File: src/rtl/cla_seq_adder.sv
// cla_seq_adder: multi-precision add/subtract sequencer.
// A single 4-bit carry-look-ahead adder is time-shared across WIDTH/4 nibbles,
// LSB nibble first. The carry between nibbles lives in a register.
//
// Handshake semantics (both sides): a transfer happens on a rising clk edge
// where valid && ready are both 1. Each ready/valid is driven purely from FSM
// state. Input side: in_ready=1 only in IDLE. Output side: out_valid=1 only in
// DONE, where Sum/Cout/Ovf/Zero are held stable until out_ready is seen.

// 4-bit carry-look-ahead adder: all carries derive directly from P/G and Cin.
module cla_adder4bits (
  input  logic [3:0] i_a,
  input  logic [3:0] i_b,
  input  logic       i_cin,
  output logic [3:0] o_sum,
  output logic       o_cout
);

  logic [3:0] w_p;
  logic [3:0] w_g;
  logic [4:0] w_c;

  assign w_p = i_a ^ i_b;
  assign w_g = i_a & i_b;

  assign w_c[0] = i_cin;
  assign w_c[1] = w_g[0]
                | (w_p[0] & w_c[0]);
  assign w_c[2] = w_g[1]
                | (w_p[1] & w_g[0])
                | (w_p[1] & w_p[0] & w_c[0]);
  assign w_c[3] = w_g[2]
                | (w_p[2] & w_g[1])
                | (w_p[2] & w_p[1] & w_g[0])
                | (w_p[2] & w_p[1] & w_p[0] & w_c[0]);
  assign w_c[4] = w_g[3]
                | (w_p[3] & w_g[2])
                | (w_p[3] & w_p[2] & w_g[1])
                | (w_p[3] & w_p[2] & w_p[1] & w_g[0])
                | (w_p[3] & w_p[2] & w_p[1] & w_p[0] & w_c[0]);

  assign o_sum  = w_p ^ w_c[3:0];
  assign o_cout = w_c[4];

endmodule

module cla_seq_adder #(
  parameter int WIDTH = 16
) (
  input  logic             clk,
  input  logic             rst,
  input  logic             in_valid,
  output logic             in_ready,
  input  logic [WIDTH-1:0] A,
  input  logic [WIDTH-1:0] B,
  input  logic             Cin,
  input  logic             Sub,
  output logic             out_valid,
  input  logic             out_ready,
  output logic [WIDTH-1:0] Sum,
  output logic             Cout,
  output logic             Ovf,
  output logic             Zero,
  output logic [1:0]       o_dbg_state
);

  localparam int NIB = WIDTH / 4;
  localparam int CW  = (NIB > 1) ? $clog2(NIB) : 1;
  localparam logic [CW-1:0] LAST_NIB = CW'(NIB - 1);

  typedef enum logic [1:0] {
    S_IDLE = 2'd0,
    S_RUN  = 2'd1,
    S_DONE = 2'd2
  } state_t;

  state_t r_state;
  state_t w_state_next;

  logic [CW-1:0]    r_cnt;
  logic             r_carry;
  logic [WIDTH-1:0] r_a;
  logic [WIDTH-1:0] r_bm;
  logic [WIDTH-1:0] r_sum;
  logic             r_cout;
  logic             r_ovf;
  logic             r_zero;

  logic             w_accept;
  logic             w_last;
  logic [3:0]       w_a_nib;
  logic [3:0]       w_b_nib;
  logic [3:0]       w_add_sum;
  logic             w_add_cout;
  logic [WIDTH-1:0] w_sum_next;
  logic             w_msb_carry;

  // Handshake outputs come from state alone; no path from in_valid/out_ready.
  assign in_ready    = (r_state == S_IDLE);
  assign out_valid   = (r_state == S_DONE);
  assign w_accept    = in_ready & in_valid;
  assign w_last      = (r_cnt == LAST_NIB);
  assign o_dbg_state = r_state;

  assign Sum  = r_sum;
  assign Cout = r_cout;
  assign Ovf  = r_ovf;
  assign Zero = r_zero;

  // Select the operand nibbles for the current step with constant part-selects.
  always_comb begin
    w_a_nib = 4'h0;
    w_b_nib = 4'h0;
    for (int i = 0; i < NIB; i++) begin
      if (r_cnt == CW'(i)) begin
        w_a_nib = r_a[4*i +: 4];
        w_b_nib = r_bm[4*i +: 4];
      end
    end
  end

  cla_adder4bits u_cla (
    .i_a    (w_a_nib),
    .i_b    (w_b_nib),
    .i_cin  (r_carry),
    .o_sum  (w_add_sum),
    .o_cout (w_add_cout)
  );

  // Result as it will look after this step: current nibble replaced by adder sum.
  always_comb begin
    w_sum_next = r_sum;
    for (int i = 0; i < NIB; i++) begin
      if (r_cnt == CW'(i)) begin
        w_sum_next[4*i +: 4] = w_add_sum;
      end
    end
  end

  // Carry into the MSB recovered from the MSB sum bit and its two addend bits.
  assign w_msb_carry = w_sum_next[WIDTH-1] ^ r_a[WIDTH-1] ^ r_bm[WIDTH-1];

  // FSM state register.
  always_ff @(posedge clk) begin
    if (rst) begin
      r_state <= S_IDLE;
    end else begin
      r_state <= w_state_next;
    end
  end

  // FSM next-state logic.
  always_comb begin
    w_state_next = r_state;
    case (r_state)
      S_IDLE: if (in_valid)  w_state_next = S_RUN;
      S_RUN:  if (w_last)    w_state_next = S_DONE;
      S_DONE: if (out_ready) w_state_next = S_IDLE;
      default:               w_state_next = S_IDLE;
    endcase
  end

  // Datapath: capture operands on accept, then one nibble per clock in RUN.
  // Subtraction is A + ~B + ~borrow, so Bm and the carry seed absorb Sub and
  // nothing downstream needs to know which operation is running.
  always_ff @(posedge clk) begin
    if (rst) begin
      r_cnt   <= '0;
      r_carry <= 1'b0;
      r_a     <= '0;
      r_bm    <= '0;
      r_sum   <= '0;
      r_cout  <= 1'b0;
      r_ovf   <= 1'b0;
      r_zero  <= 1'b0;
    end else if (w_accept) begin
      r_a     <= A;
      r_bm    <= Sub ? ~B : B;
      r_carry <= Cin ^ Sub;
      r_cnt   <= '0;
    end else if (r_state == S_RUN) begin
      r_sum   <= w_sum_next;
      r_carry <= w_add_cout;
      if (w_last) begin
        r_cnt  <= '0;
        r_cout <= w_add_cout;
        r_ovf  <= w_msb_carry ^ w_add_cout;
        r_zero <= (w_sum_next == '0);
      end else begin
        r_cnt  <= r_cnt + CW'(1);
      end
    end
  end

endmodule

File: config.mk
export PLATFORM = sky130hd
export DESIGN_NAME = cla_seq_adder
export DESIGN_NICKNAME = d
export VERILOG_FILES = /design/src/rtl/cla_seq_adder.sv
export SDC_FILE = /design/constraint.sdc
export NUM_CORES = 1
export LEC_CHECK = 0
export CORE_ASPECT_RATIO = 1.2
export CORE_MARGIN = 5
export CORE_UTILIZATION = 45
export DETAILED_ROUTE_END_ITERATION = 16
export HOLD_SLACK_MARGIN = 0.08
export PLACE_DENSITY_LB_ADDON = 0.2
export SETUP_SLACK_MARGIN = 0.4
export SLEW_MARGIN = 20
export SYNTH_ARGS = -nofsm -noshare
export SYNTH_HDL_FRONTEND = slang
export SYNTH_SLANG_ARGS = --single-unit
File: constraint.sdc
create_clock -name clk -period 3.4 [get_ports clk]
set_input_delay 0.51 -clock clk [delete_from_list [all_inputs] [get_ports clk]]
set_output_delay 0.51 -clock clk [all_outputs]
set_load 0.05 [all_outputs]
=== Word-level counts from Yosys, hierarchy flattened ===
Cells that the tools add are included.
Widths: inputs -> output; s select.

* Bits in registers: 56
* Input bits: 38
* Output and inout bits: 23
* Word-level logic and storage cells: 82

* Add/sub/neg operators: 1
* Equal/unequal tests: 8
* Mux-type cells: 20
* Bitwise gates (word level): 36
* Reduce and logical (&&, ||, !) cells: 8

{| class="wikitable"
|+ Operator list
! kind !! count
|-
| $mux 4 || 12
|-
| $and 1x1->1 || 17
|-
| $logic_not 16->1 || 1
|-
| $mux 16 || 1
|-
| $not 16->16 || 1
|-
| $or 1x1->1 || 10
|-
| $mux 2 || 4
|-
| $xor 4x4->4 || 2
|-
| $eq 2x2->1 const B || 3
|-
| $pmux 2 s3 || 1
|-
| $reduce_and 3->1 || 2
|-
| $and 4x4->4 || 1
|-
| $eq 2x1->1 const B || 2
|-
| $logic_not 2->1 || 2
|-
| $ne 2x2->1 const B || 2
|-
| $xor 1x1->1 || 4
|-
| $add 2x1->2 const B || 1
|-
| $mux 1 || 2
|-
| $ne 2x1->1 const B || 1
|-
| $reduce_and 2->1 || 1
|-
| $reduce_bool 2->1 || 1
|-
| $reduce_or 2->1 || 1
|-
| $not 1->1 || 1
|}

=== Longest topological paths before layout ===
* Depth in word-level cells: 15
* Depth in mapped cells: 15

=== Modules after synthesis ===
Synthesis repeated with hierarchy kept, for this count alone.

* Cells, all modules: 342
* Area, all modules: 2900.3 sq um

{| class="wikitable"
|+ Modules (own cells, without submodules)
! module !! times used !! cells each !! area each (sq um) !! seq. area each (sq um)
|-
| cla_seq_adder || 1 || 325 || 2752.6 || 1121.1
|-
| cla_adder4bits || 1 || 17 || 147.6 || 0.0
|}

=== Least setup slack after synthesis ===
OpenSTA, ideal clock, no wires.

* Path type: flip-flop to flip-flop
* Start point: register r_cnt[1]
* End point: register r_zero (netlist: Zero)
* Arrival: 2734 ps
* Required time: 3275 ps
* Path slack: 542 ps
* Cell stages (with the launch flop): 15
* Buffers on the path: 1
* Period minus slack after synthesis: 2858 ps
* Cell sequence: dfxtp_1 inv_1 ha_1 inv_1 clkbuf_1 nand3_1 a21oi_1 a21oi_1 o21ai_0 ha_1 a41o_1 a21oi_4 and2b_1 a221oi_1 o31ai_1

* Longest elaborated chain between the ends: 13
* Elaborated cells between the ends (all ways): 36

{| class="wikitable"
|+ RTL lines
! what !! line !! text
|-
| start: declaration || 80 || <nowiki>logic [CW-1:0] r_cnt;</nowiki>
|-
| start signal: assignment || 190 || <nowiki>r_cnt <= r_cnt + CW'(1);</nowiki>
|-
| $logic_not 2->1 || 115, 134 ||
|-
| $mux 4 (4 in a row) || 115 || <nowiki>if (r_cnt == CW'(i)) begin</nowiki>
|-
| $xor 4x4->4 / $and 4x4->4 (equally long branches) || 23, 24 ||
|-
| $and 1x1->1, on equally long branches || 33, 34, 35 ||
|-
| $or 1x1->1 (tied with other cells) || 33 || <nowiki>| (w_p[2] & w_g[1])</nowiki>
|-
| $or 1x1->1 / $and 1x1->1 (equally long branches) || 34, 35 ||
|-
| $or 1x1->1 || 35 || <nowiki>| (w_p[2] & w_p[1] & w_p[0] & w_c[0]);</nowiki>
|-
| $xor 4x4->4 || 42 || <nowiki>assign o_sum = w_p ^ w_c[3:0];</nowiki>
|-
| $mux 4 || 134 || <nowiki>if (r_cnt == CW'(i)) begin</nowiki>
|-
| $logic_not 16->1 || 188 || <nowiki>r_zero <= (w_sum_next == '0);</nowiki>
|-
| end signal: assignment || 188 ||
|-
| end: declaration || 87 || <nowiki>logic r_zero;</nowiki>
|}

Parallel ways exist; a longest one is shown, timed or not.
A chain may end at the register's enable or synchronous reset.

=== Final worst setup path ===
* Start point: register r_cnt[0]
* End point: register r_zero (netlist: Zero)

Same word-level chain as after synthesis.

==> out/qor.json <==
{
  "clk_root_buffer_cell": "sky130_fd_sc_hd__clkbuf_8",
  "grt_antenna_before_repair": 0,
  "ctsHtreeMaxLevel": 2,
  "power.combinational.fraction": 0.243,
  "final_critical_period_ns": 2.79,
  "sequentialPowerShare": 0.510,
  "postSynthRegisterBits": 56,
  "asyncSetResetFlopFracSynth": 0,
  "status": "finished, final reports clean",
  "fraction_of_synthesized_cell_area_in_xor_and_xnor_cells": 0.0691,
  "syn-num-nets": 403,
  "global_route.usage.total": 0.176,
  "setup-violations-final": 0,
  "timing.rr.start": "r_cnt[0]",
  "ctsLongestPathBuffers": 2,
  "tightestPinTransition_ns": 1.05,
  "routedWlPerCell_microns": 13.4,
  "largest_net_degree_at_the_start_of_global_routing": 60,
  "cellInternalPower_mw": 0.988,
  "die_area_sq_um": 7880,
  "share_of_the_yosys_chip_area_belonging_to_registers": 0.402,
  "timing.setup.tns_ns": 0,
  "share_of_cells_above_drive_strength_1": 0.0642,
  "numPortBuffers": 60,
  "synth_simple_gate_area_frac": 0.213,
  "pwr-share-clk": 0.247,
  "max-slew-margin-rel": 0.301,
  "synth_fa_ha_area_frac": 0.0430,
  "worst_ir_drop_vdd_mv": 0.216,
  "switching_power_mw": 0.427,
  "grt_overflow": 0,
  "synth_area_sq_um": 2790,
  "finish.net_count": 452,
  "vias_per_cell": 5.18,
  "clkSlewWorstSetupHoldPaths_ns": 0.10,
  "place_ws_ns": 0.266,
  "post_synth_num_cell_types": 39,
  "pwrdens_nw_per_um2": 397,
  "fin_crit_sh": 0.820,
  "post-synth-top-count-cell": "sky130_fd_sc_hd__nand2_1",
  "min_path_type": "reg -> reg",
  "slew_viol_final": 0,
  "gpl.final_weighted_congestion": 0.900,
  "core_area_sq_um": 6050,
  "hp-start": "Sum[12]",
  "number_of_buffers_inserted_during_clock_tree_synthesis": 5,
  "ys.flop_type": "sky130_fd_sc_hd__dfxtp_1",
  "p_leak_nw": 1.27,
  "finalNonFillerCells": 487,
  "design.portCount": 61,
  "setup_ws_ns": 0.613,
  "initial_utilization": 0.461,
  "synth.mux.area_fraction": 0.0143,
  "drv.max_cap_violation_count": 0,
  "n_antenna_cell": 0,
  "clk_latency_ns": 0.31,
  "worstPathArrival_ns": 3.01,
  "tritoncts": "built",
  "hold_fails_final_rpt": 0,
  "main_combinational_cell_family_by_area_after_synthesis": "simple AND/OR/NAND/NOR gates",
  "synth_top_area_cell": "sky130_fd_sc_hd__dfxtp_1",
  "detail_route.first_pass.iterations": 4,
  "route.final.wire_length_microns": 6530,
  "ctsHoldBuffers": 0,
  "first_iter_violations": 160,
  "tritoncts_num_sinks": 56,
  "dp_hpwl_microns": 4660,
  "crit_type": "reg -> reg",
  "die_h_microns": 96.3,
  "post_synth_edffs": 0,
  "switching_share": 0.302,
  "detail-route-antenna-nets": 0,
  "syn_avg_cell_area_sq_um": 7.84,
  "num_rows": 31,
  "yosys-top-cells-count": "69 x sky130_fd_sc_hd__nand2_1, 56 x sky130_fd_sc_hd__dfxtp_1, 51 x sky130_fd_sc_hd__a21oi_1",
  "cell_count_after_placement": 478,
  "cp-start-kind": "register",
  "synth_top_area_frac": 0.402,
  "fin_clk_skew_ns": 0.0108,
  "cp-end-kind": "register",
  "route.vias.total": 2523,
  "first_pass_grt_wire_length_microns": 11000,
  "grt_pass1_vias": 2395,
  "area_growth_syn_to_layout_pct": 27.7,
  "synthCells": 356,
  "crit_fanout": 15,
  "critical_path_required_ns": 3.62,
  "crit_path_start": "r_cnt[0]",
  "max_freq_mhz": 359,
  "postLayoutCoreUtil": 0.589,
  "synthesis.yosys.warnings": 0,
  "synth_compound_area_frac": 0.209,
  "synth.top_cells.by_area": "sky130_fd_sc_hd__dfxtp_1 40%, sky130_fd_sc_hd__nand2_1 9.3%, sky130_fd_sc_hd__a21oi_1 9.1%, sky130_fd_sc_hd__xnor2_1 6.6%, sky130_fd_sc_hd__a211oi_1 4.6%",
  "remaining_drc_errors": 0,
  "chipWidth_microns": 81.9,
  "grt_setup_unrepaired": "false"
}
==> final timing paths <==
kind / end / cells past startpoint / slack, ns
worst min-delay path: Sum[12] / 2 / 0.46
worst min register to register: Sum[12] / 2 / 0.46
worst max-delay path: Zero / 12 / 0.61
worst max register to register: Zero / 12 / 0.61
==> worst max-delay path, cell delays in order (launching register included) <==
cell                        delay [ns]
sky130_fd_sc_hd__dfxtp_1          0.37
sky130_fd_sc_hd__inv_1            0.14
sky130_fd_sc_hd__ha_2             0.36
sky130_fd_sc_hd__buf_4            0.23
sky130_fd_sc_hd__a21oi_1          0.05
sky130_fd_sc_hd__a21oi_1          0.11
sky130_fd_sc_hd__o21ai_0          0.09
sky130_fd_sc_hd__ha_1             0.46
sky130_fd_sc_hd__nand3b_1         0.15
sky130_fd_sc_hd__o221ai_1         0.11
sky130_fd_sc_hd__nor4b_1          0.25
sky130_fd_sc_hd__o2111ai_1        0.17
sky130_fd_sc_hd__o31ai_1          0.22
==> power by group through the flow <==
stage                     clock network, mW  logic (mW)  registers (mW)
after floorplan                           0       0.208           0.753
after global placement                    0       0.329           0.735
after detailed placement                  0       0.332           0.736
after CTS                             0.357       0.334           0.721
after global routing                  0.385       0.380           0.727
final                                 0.349       0.344           0.721
==> cells in the final DEF, fill, tap and decap left out, types with 5 or more instances in the layout <==
cell / n
sky130_fd_sc_hd__o21ai_0: 7
sky130_fd_sc_hd__a21oi_1: 51
sky130_fd_sc_hd__dfxtp_1: 56
sky130_fd_sc_hd__clkbuf_8: 5
sky130_fd_sc_hd__nand2b_1: 5
sky130_fd_sc_hd__clkdlybuf4s50_1: 59
sky130_fd_sc_hd__inv_1: 5
sky130_fd_sc_hd__nand3_1: 14
sky130_fd_sc_hd__a211oi_1: 17
sky130_fd_sc_hd__buf_4: 8
sky130_fd_sc_hd__nor2_1: 28
sky130_fd_sc_hd__nand2_1: 69
sky130_fd_sc_hd__nor3_1: 9
sky130_fd_sc_hd__xnor2_1: 20
==> per-stage QoR <==
| stage | hold WS, ns | total power [mW] | cell area, sq um |
|---|---|---|---|
| 3_5_place_dp | 0.446 | 1.07 | 3420 |
| 6_report | 0.456 | 1.41 | 3560 |
| 2_1_floorplan | 0.437 | 0.960 | 2790 |
| 5_1_grt | 0.483 | 1.49 | 3560 |
| 4_1_cts | 0.460 | 1.41 | 3510 |
| 3_3_place_gp | 0.443 | 1.06 | 3420 |
==> routing by layer <==
| layer | global-route usage | part of all wire | up-vias |
|---|---|---|---|
| met5 | 0 | 0 | - |
| met4 | 0.0679 | 0.016 | 0 |
| met3 | 0.0337 | 0.062 | 9 |
| met2 | 0.288 | 0.48 | 62 |
| met1 | 0.228 | 0.44 | 1138 |
| li1 | - | - | 1314 |
==> layout make-up <==
type / count / area (sq um)
inverters: 6 / 25.0
clock inverters: 2 / 12.5
well taps: 82 / 103
multi-input cells: 267 / 1570
fillers: 602 / 2490
clock buffers: 5 / 68.8
repair buffers: 69 / 667
flip-flops and latches: 56 / 1120
==> sequential cells by signal, summed over array words and instances, names as in the netlist <==
register     flops
r_carry          1
Ovf              1
r_bm            16
Cout             1
Sum             16
r_a             16
r_cnt            2
Zero             1
o_dbg_state      2
==> timing repair <==
item | CTS | global route
setup endpoints to repair | 9 | 11
buffers inserted | 0 | 2
gates resized for setup | 3 | 12
pin swaps | 0 | 1
==> kinds of logic after synthesis <==
family | after synthesis
buf+inv | 33
flops | 56
fa+ha+maj | 9
simple gates | 137
compound gates | 95
mux | 4
xor+xnor | 22
(Power assumes the default switching activity.)
